## src/rtl/vga_timing_pkg.sv

```systemverilog
// Shared types and default 1024x768 timing for the VGA scanout path.
package vga_timing_pkg;

  typedef enum logic [1:0] {
    PHASE_ACTIVE,
    PHASE_FRONT,
    PHASE_SYNC,
    PHASE_BACK
  } phase_t;

  typedef enum logic [1:0] {
    STATE_IDLE,
    STATE_RUN,
    STATE_DRAIN
  } ctrl_state_t;

  localparam int unsigned DEFAULT_H_ACTIVE = 1024;
  localparam int unsigned DEFAULT_H_FRONT  = 24;
  localparam int unsigned DEFAULT_H_SYNC   = 136;
  localparam int unsigned DEFAULT_H_BACK   = 144;
  localparam int unsigned DEFAULT_V_ACTIVE = 768;
  localparam int unsigned DEFAULT_V_FRONT  = 3;
  localparam int unsigned DEFAULT_V_SYNC   = 6;
  localparam int unsigned DEFAULT_V_BACK   = 29;
  localparam bit          DEFAULT_SYNC_ACTIVE_LOW = 1'b1;
  localparam int unsigned DEFAULT_COUNTER_SIZE    = 11;

  function automatic int unsigned axis_total(input int unsigned active, input int unsigned front,
                                             input int unsigned sync, input int unsigned back);
    return active + front + sync + back;
  endfunction

endpackage

```

## src/rtl/vga_timing_axis.sv

```systemverilog
// One scan axis: position counter with explicit wrap, plus phase decode for sync/active.
module vga_timing_axis
  import vga_timing_pkg::*;
#(
  parameter int unsigned ACTIVE       = DEFAULT_H_ACTIVE,
  parameter int unsigned FRONT        = DEFAULT_H_FRONT,
  parameter int unsigned SYNC         = DEFAULT_H_SYNC,
  parameter int unsigned BACK         = DEFAULT_H_BACK,
  parameter int unsigned COUNTER_SIZE = DEFAULT_COUNTER_SIZE
) (
  input  logic                    control_clock,
  input  logic                    reset,
  input  logic                    clear,
  input  logic                    advance,
  output logic [COUNTER_SIZE-1:0] count,
  output logic                    wrap,
  output logic                    sync_active,
  output logic                    active
);

  localparam int unsigned TOTAL = axis_total(ACTIVE, FRONT, SYNC, BACK);
  localparam logic [COUNTER_SIZE-1:0] LAST        = COUNTER_SIZE'(TOTAL - 1);
  localparam logic [COUNTER_SIZE-1:0] FRONT_START = COUNTER_SIZE'(ACTIVE);
  localparam logic [COUNTER_SIZE-1:0] SYNC_START  = COUNTER_SIZE'(ACTIVE + FRONT);
  localparam logic [COUNTER_SIZE-1:0] BACK_START  = COUNTER_SIZE'(ACTIVE + FRONT + SYNC);

  phase_t phase;

  always_ff @(posedge control_clock) begin
    if (reset || clear) begin
      count <= '0;
    end else if (advance) begin
      count <= (count == LAST) ? '0 : count + 1'b1;
    end
  end

  always_comb begin
    wrap = advance && (count == LAST);
    if (count < FRONT_START) begin
      phase = PHASE_ACTIVE;
    end else if (count < SYNC_START) begin
      phase = PHASE_FRONT;
    end else if (count < BACK_START) begin
      phase = PHASE_SYNC;
    end else begin
      phase = PHASE_BACK;
    end
    sync_active = (phase == PHASE_SYNC);
    active      = (phase == PHASE_ACTIVE);
  end

endmodule

```

## src/rtl/vga_timing_sequencer.sv

```systemverilog
// VGA scanout sequencer: IDLE/RUN/DRAIN control over two axis counters with
// registered sync, blanking, position and strobe outputs.
module vga_timing_sequencer
  import vga_timing_pkg::*;
#(
  parameter int unsigned H_ACTIVE        = DEFAULT_H_ACTIVE,
  parameter int unsigned H_FRONT         = DEFAULT_H_FRONT,
  parameter int unsigned H_SYNC          = DEFAULT_H_SYNC,
  parameter int unsigned H_BACK          = DEFAULT_H_BACK,
  parameter int unsigned V_ACTIVE        = DEFAULT_V_ACTIVE,
  parameter int unsigned V_FRONT         = DEFAULT_V_FRONT,
  parameter int unsigned V_SYNC          = DEFAULT_V_SYNC,
  parameter int unsigned V_BACK          = DEFAULT_V_BACK,
  parameter bit          SYNC_ACTIVE_LOW = DEFAULT_SYNC_ACTIVE_LOW,
  parameter int unsigned COUNTER_SIZE    = DEFAULT_COUNTER_SIZE
) (
  input  logic                    control_clock,
  input  logic                    reset,
  input  logic                    pixel_enable,
  input  logic                    run,
  output logic                    h_sync,
  output logic                    v_sync,
  output logic                    display_enable,
  output logic [COUNTER_SIZE-1:0] x_position,
  output logic [COUNTER_SIZE-1:0] y_position,
  output logic                    line_start,
  output logic                    frame_start,
  output logic                    running
);

  localparam logic SYNC_IDLE   = SYNC_ACTIVE_LOW;
  localparam logic SYNC_ASSERT = ~SYNC_ACTIVE_LOW;

  ctrl_state_t state, state_next;
  logic tick, going_idle, counters_clear;
  logic h_wrap, v_wrap, h_sync_active, v_sync_active, h_active, v_active;
  logic [COUNTER_SIZE-1:0] h_count, v_count;

  always_ff @(posedge control_clock) begin
    if (reset) begin
      state <= STATE_IDLE;
    end else begin
      state <= state_next;
    end
  end

  // v_wrap is only high on the tick presenting the final pixel of the frame
  always_comb begin
    state_next = state;
    case (state)
      STATE_IDLE:  if (run) state_next = STATE_RUN;
      STATE_RUN:   if (!run) state_next = STATE_DRAIN;
      STATE_DRAIN: begin
        if (run) begin
          state_next = STATE_RUN;
        end else if (v_wrap) begin
          state_next = STATE_IDLE;
        end
      end
      default:     state_next = STATE_IDLE;
    endcase
  end

  always_comb begin
    running        = (state != STATE_IDLE);
    tick           = pixel_enable && running;
    counters_clear = (state == STATE_IDLE);
    going_idle     = running && (state_next == STATE_IDLE);
  end

  vga_timing_axis #(
    .ACTIVE(H_ACTIVE), .FRONT(H_FRONT), .SYNC(H_SYNC), .BACK(H_BACK),
    .COUNTER_SIZE(COUNTER_SIZE)
  ) u_h_axis (
    .control_clock(control_clock),
    .reset        (reset),
    .clear        (counters_clear),
    .advance      (tick),
    .count        (h_count),
    .wrap         (h_wrap),
    .sync_active  (h_sync_active),
    .active       (h_active)
  );

  vga_timing_axis #(
    .ACTIVE(V_ACTIVE), .FRONT(V_FRONT), .SYNC(V_SYNC), .BACK(V_BACK),
    .COUNTER_SIZE(COUNTER_SIZE)
  ) u_v_axis (
    .control_clock(control_clock),
    .reset        (reset),
    .clear        (counters_clear),
    .advance      (h_wrap),
    .count        (v_count),
    .wrap         (v_wrap),
    .sync_active  (v_sync_active),
    .active       (v_active)
  );

  // Presentation registers; strobes default low so they never stretch across idle cycles
  always_ff @(posedge control_clock) begin
    if (reset || going_idle) begin
      h_sync         <= SYNC_IDLE;
      v_sync         <= SYNC_IDLE;
      display_enable <= 1'b0;
      x_position     <= '0;
      y_position     <= '0;
      line_start     <= 1'b0;
      frame_start    <= 1'b0;
    end else begin
      line_start  <= tick && (h_count == '0);
      frame_start <= tick && (h_count == '0) && (v_count == '0);
      if (tick) begin
        x_position     <= h_count;
        y_position     <= v_count;
        display_enable <= h_active && v_active;
        h_sync         <= h_sync_active ? SYNC_ASSERT : SYNC_IDLE;
        v_sync         <= v_sync_active ? SYNC_ASSERT : SYNC_IDLE;
      end
    end
  end

endmodule

```

## config.mk

```make
export PLATFORM = sky130hd
export DESIGN_NAME = vga_timing_sequencer
export DESIGN_NICKNAME = d
export VERILOG_FILES = /design/src/rtl/vga_timing_pkg.sv /design/src/rtl/vga_timing_axis.sv /design/src/rtl/vga_timing_sequencer.sv
export SDC_FILE = /design/constraint.sdc
export NUM_CORES = 1
export LEC_CHECK = 0
export ABC_AREA = 0
export CORE_MARGIN = 3
export CORE_UTILIZATION = 50
export DETAILED_ROUTE_END_ITERATION = 10
export PLACE_DENSITY = 0.81
export SYNTH_ARGS = -nofsm -noshare
export SYNTH_HDL_FRONTEND = slang
export SYNTH_HIERARCHICAL = 1
export SYNTH_SLANG_ARGS = --single-unit
```

## constraint.sdc

```tcl
create_clock -name control_clock -period 3.83 [get_ports control_clock]
set_clock_uncertainty 0.2 [all_clocks]
set_input_delay 0.9575 -clock control_clock [delete_from_list [all_inputs] [get_ports control_clock]]
set_output_delay 0.9575 -clock control_clock [all_outputs]
set_load 0.03 [all_outputs]
```

Word-level counts from Yosys, hierarchy flattened. Cells that the tools add are included.

Reduce and logical (&&, ||, !) cells: 16. Muxes and demuxes: 15. Shift-type cells: 0. Div/mod/pow operators: 0. Bitwise logic cells: 0. Add/sub/neg operators: 2. $lt $le $gt $ge: 6. Multiply operators: 0. Equality and inequality tests: 6.

Operators with widths (number): less-than comparator 11 x 10 -> 1 bit, second input constant (3); less-than comparator 11 bit, second input constant (3); adder 11 x 1 -> 11 bit, second input constant (2); logical NOT 11 bit (2); 2-to-1 mux 11 bit (2); 2-to-1 mux 2 bit (8); equality test 11 x 10 -> 1 bit, second input constant (1); equality test 11 bit, second input constant (1); logical NOT 2 bit (4); logical AND 1 bit (7); equality test 2 bit, second input constant (3); case mux 2 bit (3 select lines) (1); 2-to-1 mux 1 bit (4); equality test 2 x 1 -> 1 bit, second input constant (1); logical OR 1 bit (2); nonzero test 2 bit (1).

Logic and storage cells: 55. ROM bits: 0. Output and inout port bits: 28. Bits in latches: 0. Memories kept: 0. Register bits: 51. Bits in writable memories: 0. Bits of input ports: 4.

Longest topological paths before layout. Gate-level depths: netlist of run 1.

Depth in word-level cells: 10. Mapped depth: 15. Gate-level depth less buffers: 9.

Hierarchy. The synthesis of run 1 kept the hierarchy.

By module, submodules not included: vga_timing_sequencer (cells an instance 131, sequential area each 580.6 sq um, area an instance 1117.3 sq um, instances 1); vga_timing_axis (u_v_axis) (cells an instance 65, sequential area each 220.2 sq um, area an instance 628.1 sq um, instances 1); vga_timing_axis (u_h_axis) (cells an instance 62, sequential area each 220.2 sq um, area an instance 551.8 sq um, instances 1).

Least setup slack after synthesis of run 1. OpenSTA, ideal clock, no wires.

Path kind: input -> register. Start: input port pixel_enable. End: register line_start. Data required time: 3.509 ns. Stages: 14. Library setup time: 0.121 ns. Slack: 0.391 ns. Arrival: 3.118 ns. Path buffers: 5. Cells stage by stage: o21ai_4 -> inv_2 -> buf_6 -> buf_2 -> nand4_1 -> nor4_1 -> buf_2 -> nand3_1 -> nor4_4 -> buf_6 -> nand3b_1 -> nand2_2 -> buf_2 -> nor2_1.

Cells in the longest elaborated chain, start to end: 9. Elaborated cells on any way between the ends: 10. Those cells by class: 3 x mux; 7 x reduce/logical.

RTL lines: start: declaration (RTL line vga_timing_sequencer.sv:19) `input logic pixel_enable,`; logical AND 1 bit (RTL line vga_timing_sequencer.sv:66) `tick = pixel_enable && running;`; named net tick (RTL line vga_timing_sequencer.sv:35) `logic tick, going_idle, counters_clear;`; logical AND 1 bit (RTL line vga_timing_axis.sv:38) `wrap = advance && (count == LAST);`; named net h_wrap (RTL line vga_timing_sequencer.sv:36) `logic h_wrap, v_wrap, h_sync_active, v_sync_active, h_active, v_active;`; logical AND 1 bit (RTL line vga_timing_axis.sv:38); named net v_wrap (RTL line vga_timing_sequencer.sv:36); 2-to-1 mux 2 bit (RTL line vga_timing_sequencer.sv:56) `end else if (v_wrap) begin`; 2-to-1 mux 2 bit (RTL line vga_timing_sequencer.sv:54) `if (run) begin`; case mux 2 bit (3 select lines) (RTL line vga_timing_sequencer.sv:50) `case (state)`; logical NOT 2 bit (RTL line vga_timing_sequencer.sv:68) `going_idle = running && (state_next == STATE_IDLE);`; logical AND 1 bit (RTL line vga_timing_sequencer.sv:68); logical OR 1 bit (RTL line vga_timing_sequencer.sv:101) `if (reset || going_idle) begin`; end signal: assignment (RTL line vga_timing_sequencer.sv:110) `line_start <= tick && (h_count == '0);`; end: declaration (RTL line vga_timing_sequencer.sv:26) `output logic line_start,`.

The timed path passes the listed nets, and every way through them passes these cells. A chain may end at the register's enable or synchronous reset.

Final worst setup path of run 1.
Start: input port pixel_enable. End: register frame_start.

Cells in the longest elaborated chain, start to end: 9. Elaborated cells on any way between the ends: 11. Those cells by class: 3 x mux; 8 x reduce/logical.

RTL lines: logical AND 1 bit (RTL line vga_timing_sequencer.sv:66); logical AND 1 bit (RTL line vga_timing_axis.sv:38); named net h_wrap (RTL line vga_timing_sequencer.sv:36); logical AND 1 bit (RTL line vga_timing_axis.sv:38); named net v_wrap (RTL line vga_timing_sequencer.sv:36); 2-to-1 mux 2 bit (RTL line vga_timing_sequencer.sv:56); 2-to-1 mux 2 bit (RTL line vga_timing_sequencer.sv:54); case mux 2 bit (3 select lines) (RTL line vga_timing_sequencer.sv:50); logical NOT 2 bit (RTL line vga_timing_sequencer.sv:68); logical AND 1 bit (RTL line vga_timing_sequencer.sv:68); logical OR 1 bit (RTL line vga_timing_sequencer.sv:101); end signal: assignment (RTL line vga_timing_sequencer.sv:111) `frame_start <= tick && (h_count == '0) && (v_count == '0);`; end: declaration (RTL line vga_timing_sequencer.sv:27) `output logic frame_start,`.

The timed path passes the listed nets, and every way through them passes these cells.

==> impl_metrics.yaml, run 1 <==
die:
  ioPinCount: 32
  die-area_um2: 5443
  core_um2: 4384
  rows: 24
  die_w_um: 73.78
  die_h_um: 73.78
  start_util_pct: 52.40
logic_synthesis:
  synth_edf_count: 0
  synth_cells: 258
  synthArstFlopShare_pct: 0
  yosysWarnings: 6
  syn_avg_cell_area_um2: 8.904
  netlist_area_um2: 2297
  ys_ff_latch: 51
  synth-seq-area-share_pct: 44.44
  synth_flop_cell: "dfxtp_1"
  synth_nets: 265
  synthDistinctLibCells: 41
run:
  drv_cap: 0
pwr:
  seq_power_share_pct: 52.2
  cellInternalPower_uw: 813.5
  p_clk_share_pct: 42.6
  max-vdd-ir-drop_uv: 219.4
  total_switching_power_uw: 215.8
  p_comb_share_pct: 5.2
  switching_share_pct: 20.97
  power.density_nw_per_um2: 372.3
  p_leak_nw: 0.8682
clock_tree:
  cts-root-buf: "clkbuf_8"
  h-tree-depth: 2
  cts.path.max_buffers: 2
  cts_resized: 0
  clk_latency_ns: 0.31
  cts_post_setup_buffers_inserted: 0
  cts_made_buffers: 5
  clk_pin_slew_ns: 0.09
  cts.hold.buffers_added: 0
  cts_tree: "done"
  cts.sinks: 51
detailed_routing:
  wire_per_inst_um: 14.85
  drt-total-wl_mm: 5.077
  num_vias: 1936
  dr.pass1.iters: 4
  drtIter0Drc: 150
  routed_via_density: 5.661
  drcViolationCount: 0
  drtAntennaViolNets: 0
critical_path:
  critPathLaunchType: "primary input"
  arrival_ns: 3.20
  crit_slowest_cell: "clkdlybuf4s50_1"
  cp.buffers_inverters: 4
  cp-end-kind: "flip-flop"
  cp_top_family: "simple AND/OR/NAND/NOR gates"
  critical_path.cell_chain: "clkdlybuf4s50_1 > o21ai_4 > inv_2 > nand4_1 > nor4_1 > buf_4 > nand3_1 > nor4_4 > nand3b_1 > nand2_2 > buf_12 > nor3_1"
  path_max_fanout: 19
  max_stage_delay_ns: 0.51
  critPathKind: "primary input to flip-flop"
  cp.required_ns: 3.84
timing:
  fin_crit_ns: 3.195
  fin_tns_setup_ns: 0
  worstMarginPinSlew_ns: 0.4404
  finalHoldViolations: 0
  setup_violations: 0
  timing.final.crit_share_pct: 83.41
  rsz0062_at_grt: "no"
  setup_ws_ns: 0.6354
  slew_violations: 0
  max_freq_mhz: 313.0
  slew_headroom_pct: 70.23
layout:
  diodes: 0
  finalNetCount: 296
  final_cell_mix: "nand2_1, dfxtp_1, clkdlybuf4s50_1, a21oi_1, nor2_1"
  fillers: 403
  final_layout_size_suffix_gt1_share_pct: 13.10
  final_cells: 342
  area_delta_synth_final_pct: 20.37
  final_common_cell: "nand2_1"
global_route:
  antenna_found_initial: 0
  grt_overflow_total: 0
  grt_pass1_vias: 1879
  groute.usage.overall_pct: 20.33
  grt_pass1_wl_mm: 8.631
  grt_start_max_net_pins: 31
place:
  routabilityCongestion: 0.9073
  hpwl_mm: 3.440
  dp_slack_ns: 0.3270
  placed_cells: 334
  io_buffers: 31
worst_hold_path:
  hold_class: "flip-flop to flip-flop"
outcome:
  outcome: "finished clean"
metrics by stage:
stage,hold WS (ns),utilization (%),instance area [um2],total power [mW]
CTS,0.2656,63.07,2765,1.038
floorplan,0.2415,-,2297,0.5868
finish,0.2596,63.07,2765,1.029
detailed placement,0.2495,59.96,2629,0.6036
global placement,0.2412,59.96,2629,0.6026
global route,0.2789,63.07,2765,1.067
power groups by stage:
stage	Clock [mW]	Sequential, mW	Combinational [mW]
floorplan	0	0.554	0.0330
global placement	0	0.550	0.0531
finish	0.439	0.537	0.0536
detailed placement	0	0.550	0.0539
CTS	0.447	0.537	0.0540
global route	0.472	0.538	0.0578
metal layers:
layer | vias to the layer above | share of wire, % | wire [um] | global-route usage (%)
met5 | - | 0 | 0 | 0
met1 | 882 | 48 | 2419 | 27.08
met4 | 0 | 1.1 | 57 | 8.249
li1 | 980 | - | - | -
met2 | 67 | 47 | 2361 | 31.69
met3 | 7 | 4.7 | 239 | 4.514
state kept, by name (all words and copies together) (netlist names):
name	count
u_h_axis/count	11
u_v_axis/count	11
x_position	11
y_position	11
state	2
display_enable	1
frame_start	1
h_sync	1
line_start	1
v_sync	1
final cells by class:
| class | count | area (um2) | area share, % |
|---|---|---|---|
| Clock buffer | 5 | 68.82 | 2.489 |
| Clock inverter | 3 | 67.56 | 2.443 |
| Inverter | 6 | 22.52 | 0.8145 |
| Multi-Input combinational cell | 188 | 1152 | 41.67 |
| Sequential cell | 51 | 1021 | 36.92 |
| Tap cell | 52 | 65.06 | 2.353 |
| Timing Repair Buffer | 37 | 367.9 | 13.30 |
cells in the mapped netlist (all sizes together), types with 2 or more instances:
cell type   n  area, um2
mux2i       2      20.02
a21oi      32      186.4
nand4      10      90.08
o21ai      10      61.31
xnor2       2      17.52
a2111oi     2      17.52
nand3       5      25.02
or4         6      48.80
nor2       11      41.29
dfxtp      51       1021
a211o       2      20.02
xor2        6      52.55
or3         7      43.79
nor4b       2      17.52
buf        12      96.33
nor3        8      50.05
or2         2      12.51
ha          3      37.54
a211oi      7      57.55
inv         6      22.52
nand2      53      201.5
nand2b      3      18.77
o31ai       5      37.54
nor4        6      52.55
logic make-up (layout without fill, tap and decap cells):
family / after synthesis / count (layout) / synth area share, %
compound gates: 59 / 59 / 17.27
flops: 51 / 51 / 44.44
fa+ha+maj: 3 / 3 / 1.634
buf+inv: 19 / 51 / 5.391
xor+xnor: 8 / 8 / 3.050
simple gates: 116 / 116 / 27.34
mux: 2 / 2 / 0.8715
path summary, 6_finish.rpt:
| path | start | to | slack [ns] | cells after the start |
|---|---|---|---|---|
| min reg2reg | y_position[1]$_SDFFE_PP0P_ | y_position[1]$_SDFFE_PP0P_ | 0.26 | 2 |
| min | y_position[1]$_SDFFE_PP0P_ | y_position[1]$_SDFFE_PP0P_ | 0.26 | 2 |
| max reg2reg | u_h_axis/count[0]$_SDFFE_PP0P_ | frame_start$_SDFF_PP0_ | 1.18 | 10 |
| max | pixel_enable | frame_start$_SDFF_PP0_ | 0.64 | 12 |
worst min-delay path: cells and delay by family (launching register included):
family / cells / cell delay, ns
flip-flops: 1 / 0.32
AND/OR/NAND/NOR: 1 / 0.05
AO/OA/AOI/OAI: 1 / 0.05
(Power assumes the default switching activity.)
==> inputs of run 2 (changes only) <==
- clock period: 3.83 -> 3.3 ns (I/O delays scaled with it)
==> run 2 against run 1 <==
  * Global-route usage fell by 0.95 points
  * Register-to-register slack got worse by 0.48 ns
  * First-iteration DRC count rose by 17%
  * Core utilization barely moved
  * Critical path depth fell by 3
  * Final area barely moved
  * Final cell count rose by 0.88%
  * Combinational power rose by 17%
  * Wire length fell by 0.63%
  * Sequential share of layout area barely moved
  * Power rose by 9.1%
  * Via count rose by 3.3%
  * Largest power group unchanged
==> impl_metrics.yaml, run 2 (synthesis results as in run 1) <==
timing:
  rsz0062_at_grt: "no"
  worstMarginPinSlew_ns: 0.4092
  finalHoldViolations: 0
  setup_violations: 0
  fin_crit_ns: 3.022
  slew_headroom_pct: 72.68
  slew_violations: 0
  timing.final.crit_share_pct: 91.58
  max_freq_mhz: 330.9
  setup_ws_ns: 0.2780
  hold_slack_ns: 0.2572
  fin_tns_setup_ns: 0
critical_path:
  cp-endpoint: "u_v_axis/count[10]$_SDFFE_PP0P_"
  critPathLaunchType: "primary input"
  cp-end-kind: "flip-flop"
  reg2reg_depth: 7
  r2r_start: "u_h_axis/count[0]$_SDFFE_PP0P_"
  crit_start: "pixel_enable"
  r2r_slack_ns: 0.70
  timing.rr.end: "u_v_axis/count[10]$_SDFFE_PP0P_"
  path_max_fanout: 8
  cp.required_ns: 3.32
  critPathKind: "primary input to flip-flop"
  arrival_ns: 3.05
detailed_routing:
  drt-total-wl_mm: 5.045
  wire_per_inst_um: 14.62
  num_vias: 1999
  drcViolationCount: 0
  dr.pass1.iters: 4
  drtAntennaViolNets: 0
  routed_via_density: 5.794
  drtIter0Drc: 176
die:
  die_h_um: 73.78
  ioPinCount: 32
  die_w_um: 73.78
  die-area_um2: 5443
  rows: 24
  start_util_pct: 52.40
  core_um2: 4384
clock_tree:
  clk_pin_slew_ns: 0.10
  cts-root-buf: "clkbuf_8"
  cts.sinks: 51
  cts_post_setup_buffers_inserted: 0
  cts_made_buffers: 5
  cts_tree: "done"
  cts_resized: 0
  cts.path.max_buffers: 2
  h-tree-depth: 2
  cts.hold.buffers_added: 0
  clk_latency_ns: 0.31
place:
  dp_slack_ns: 0.03352
  routabilityCongestion: 0.9069
  hpwl_mm: 3.386
  io_buffers: 31
  placed_cells: 337
layout:
  multiInputGateArea_um2: 1152
  area_delta_synth_final_pct: 20.32
  final_common_cell: "nand2_1"
  final_cell_mix: "nand2_1, dfxtp_1, clkdlybuf4s50_1, a21oi_1, nor2_1"
  final_cells: 345
  diodes: 0
  fillers: 386
  final_layout_size_suffix_gt1_share_pct: 13.99
  finalNetCount: 299
  seq_area_um2: 1021
run:
  drv_cap: 0
pwr:
  total_power_mw: 1.123
  max-vdd-ir-drop_uv: 270.1
  p_leak_nw: 0.8751
  power.density_nw_per_um2: 406.2
outcome:
  outcome: "finished clean"
global_route:
  grt_overflow_total: 0
  grt_pass1_wl_mm: 8.224
  grt_start_max_net_pins: 31
  groute.usage.overall_pct: 19.38
  grt_pass1_vias: 1767
  antenna_found_initial: 0
worst_hold_path:
  hold_class: "flip-flop to flip-flop"
## run 2: cell count changes in the layout (fill, tap and decap cells not counted), sizes merged
cell / previous run / this run
buf: 6 / 9
clkinv: 0 / 2
clkinvlp: 1 / 0
bufinv: 2 / 1
## run 2: area by class of cell
class | count | area share [%]
inverters | 6 | 0.8148
clock buffers | 5 | 2.490
repair buffers | 40 | 14.12
well taps | 52 | 2.354
flip-flops and latches | 51 | 36.94
clock inverters | 3 | 1.584
multi-input cells | 188 | 41.69
## run 2: worst min path at each step
| stage | start | end | slack (ns) | cells after the start |
|---|---|---|---|---|
| 2_1_floorplan | u_v_axis/count[3]$_SDFFE_PP0P_ | y_position[3]$_SDFFE_PP0P_ | 0.24 | 2 |
| 5_1_grt | x_position[6]$_SDFFE_PP0P_ | x_position[6]$_SDFFE_PP0P_ | 0.28 | 2 |
| 3_5_place_dp | y_position[1]$_SDFFE_PP0P_ | y_position[1]$_SDFFE_PP0P_ | 0.25 | 2 |
| 3_3_place_gp | display_enable$_SDFFE_PP0P_ | display_enable$_SDFFE_PP0P_ | 0.24 | 2 |
| 6_report | y_position[1]$_SDFFE_PP0P_ | y_position[1]$_SDFFE_PP0P_ | 0.26 | 2 |
| 4_1_cts | y_position[1]$_SDFFE_PP0P_ | y_position[1]$_SDFFE_PP0P_ | 0.26 | 2 |
## run 2: per-stage QoR
| stage | cell area [um2] | util [%] |
|---|---|---|
| finish | 2764 | 63.04 |
| global route | 2764 | 63.04 |
| CTS | 2764 | 63.04 |
| detailed placement | 2651 | 60.47 |
| global placement | 2651 | 60.47 |
| floorplan | 2300 | - |
## run 2: per-layer routing
layer  track usage [%]  share of wire [%]  up-vias
li1                  -                  -      996
met2             30.81                 47       80
met3             5.062                7.5        4
met4             4.829               0.87        0
met5                 0                  0        -
met1             26.12                 45      919
## run 2: worst max-delay path, stage by stage
cell and delay [ns]:
clkdlybuf4s50_1 0.51, o21ai_4 0.07, inv_2 0.06, nand4_1 0.09
nor4_1 0.34, buf_4 0.24, nand4_2 0.14, or4_1 0.50
a211oi_1 0.26
## run 2: power by group
group / switching (mW) / internal, mW
Sequential: 0.00399 / 0.619
Combinational: 0.0389 / 0.0236
Clock: 0.211 / 0.226
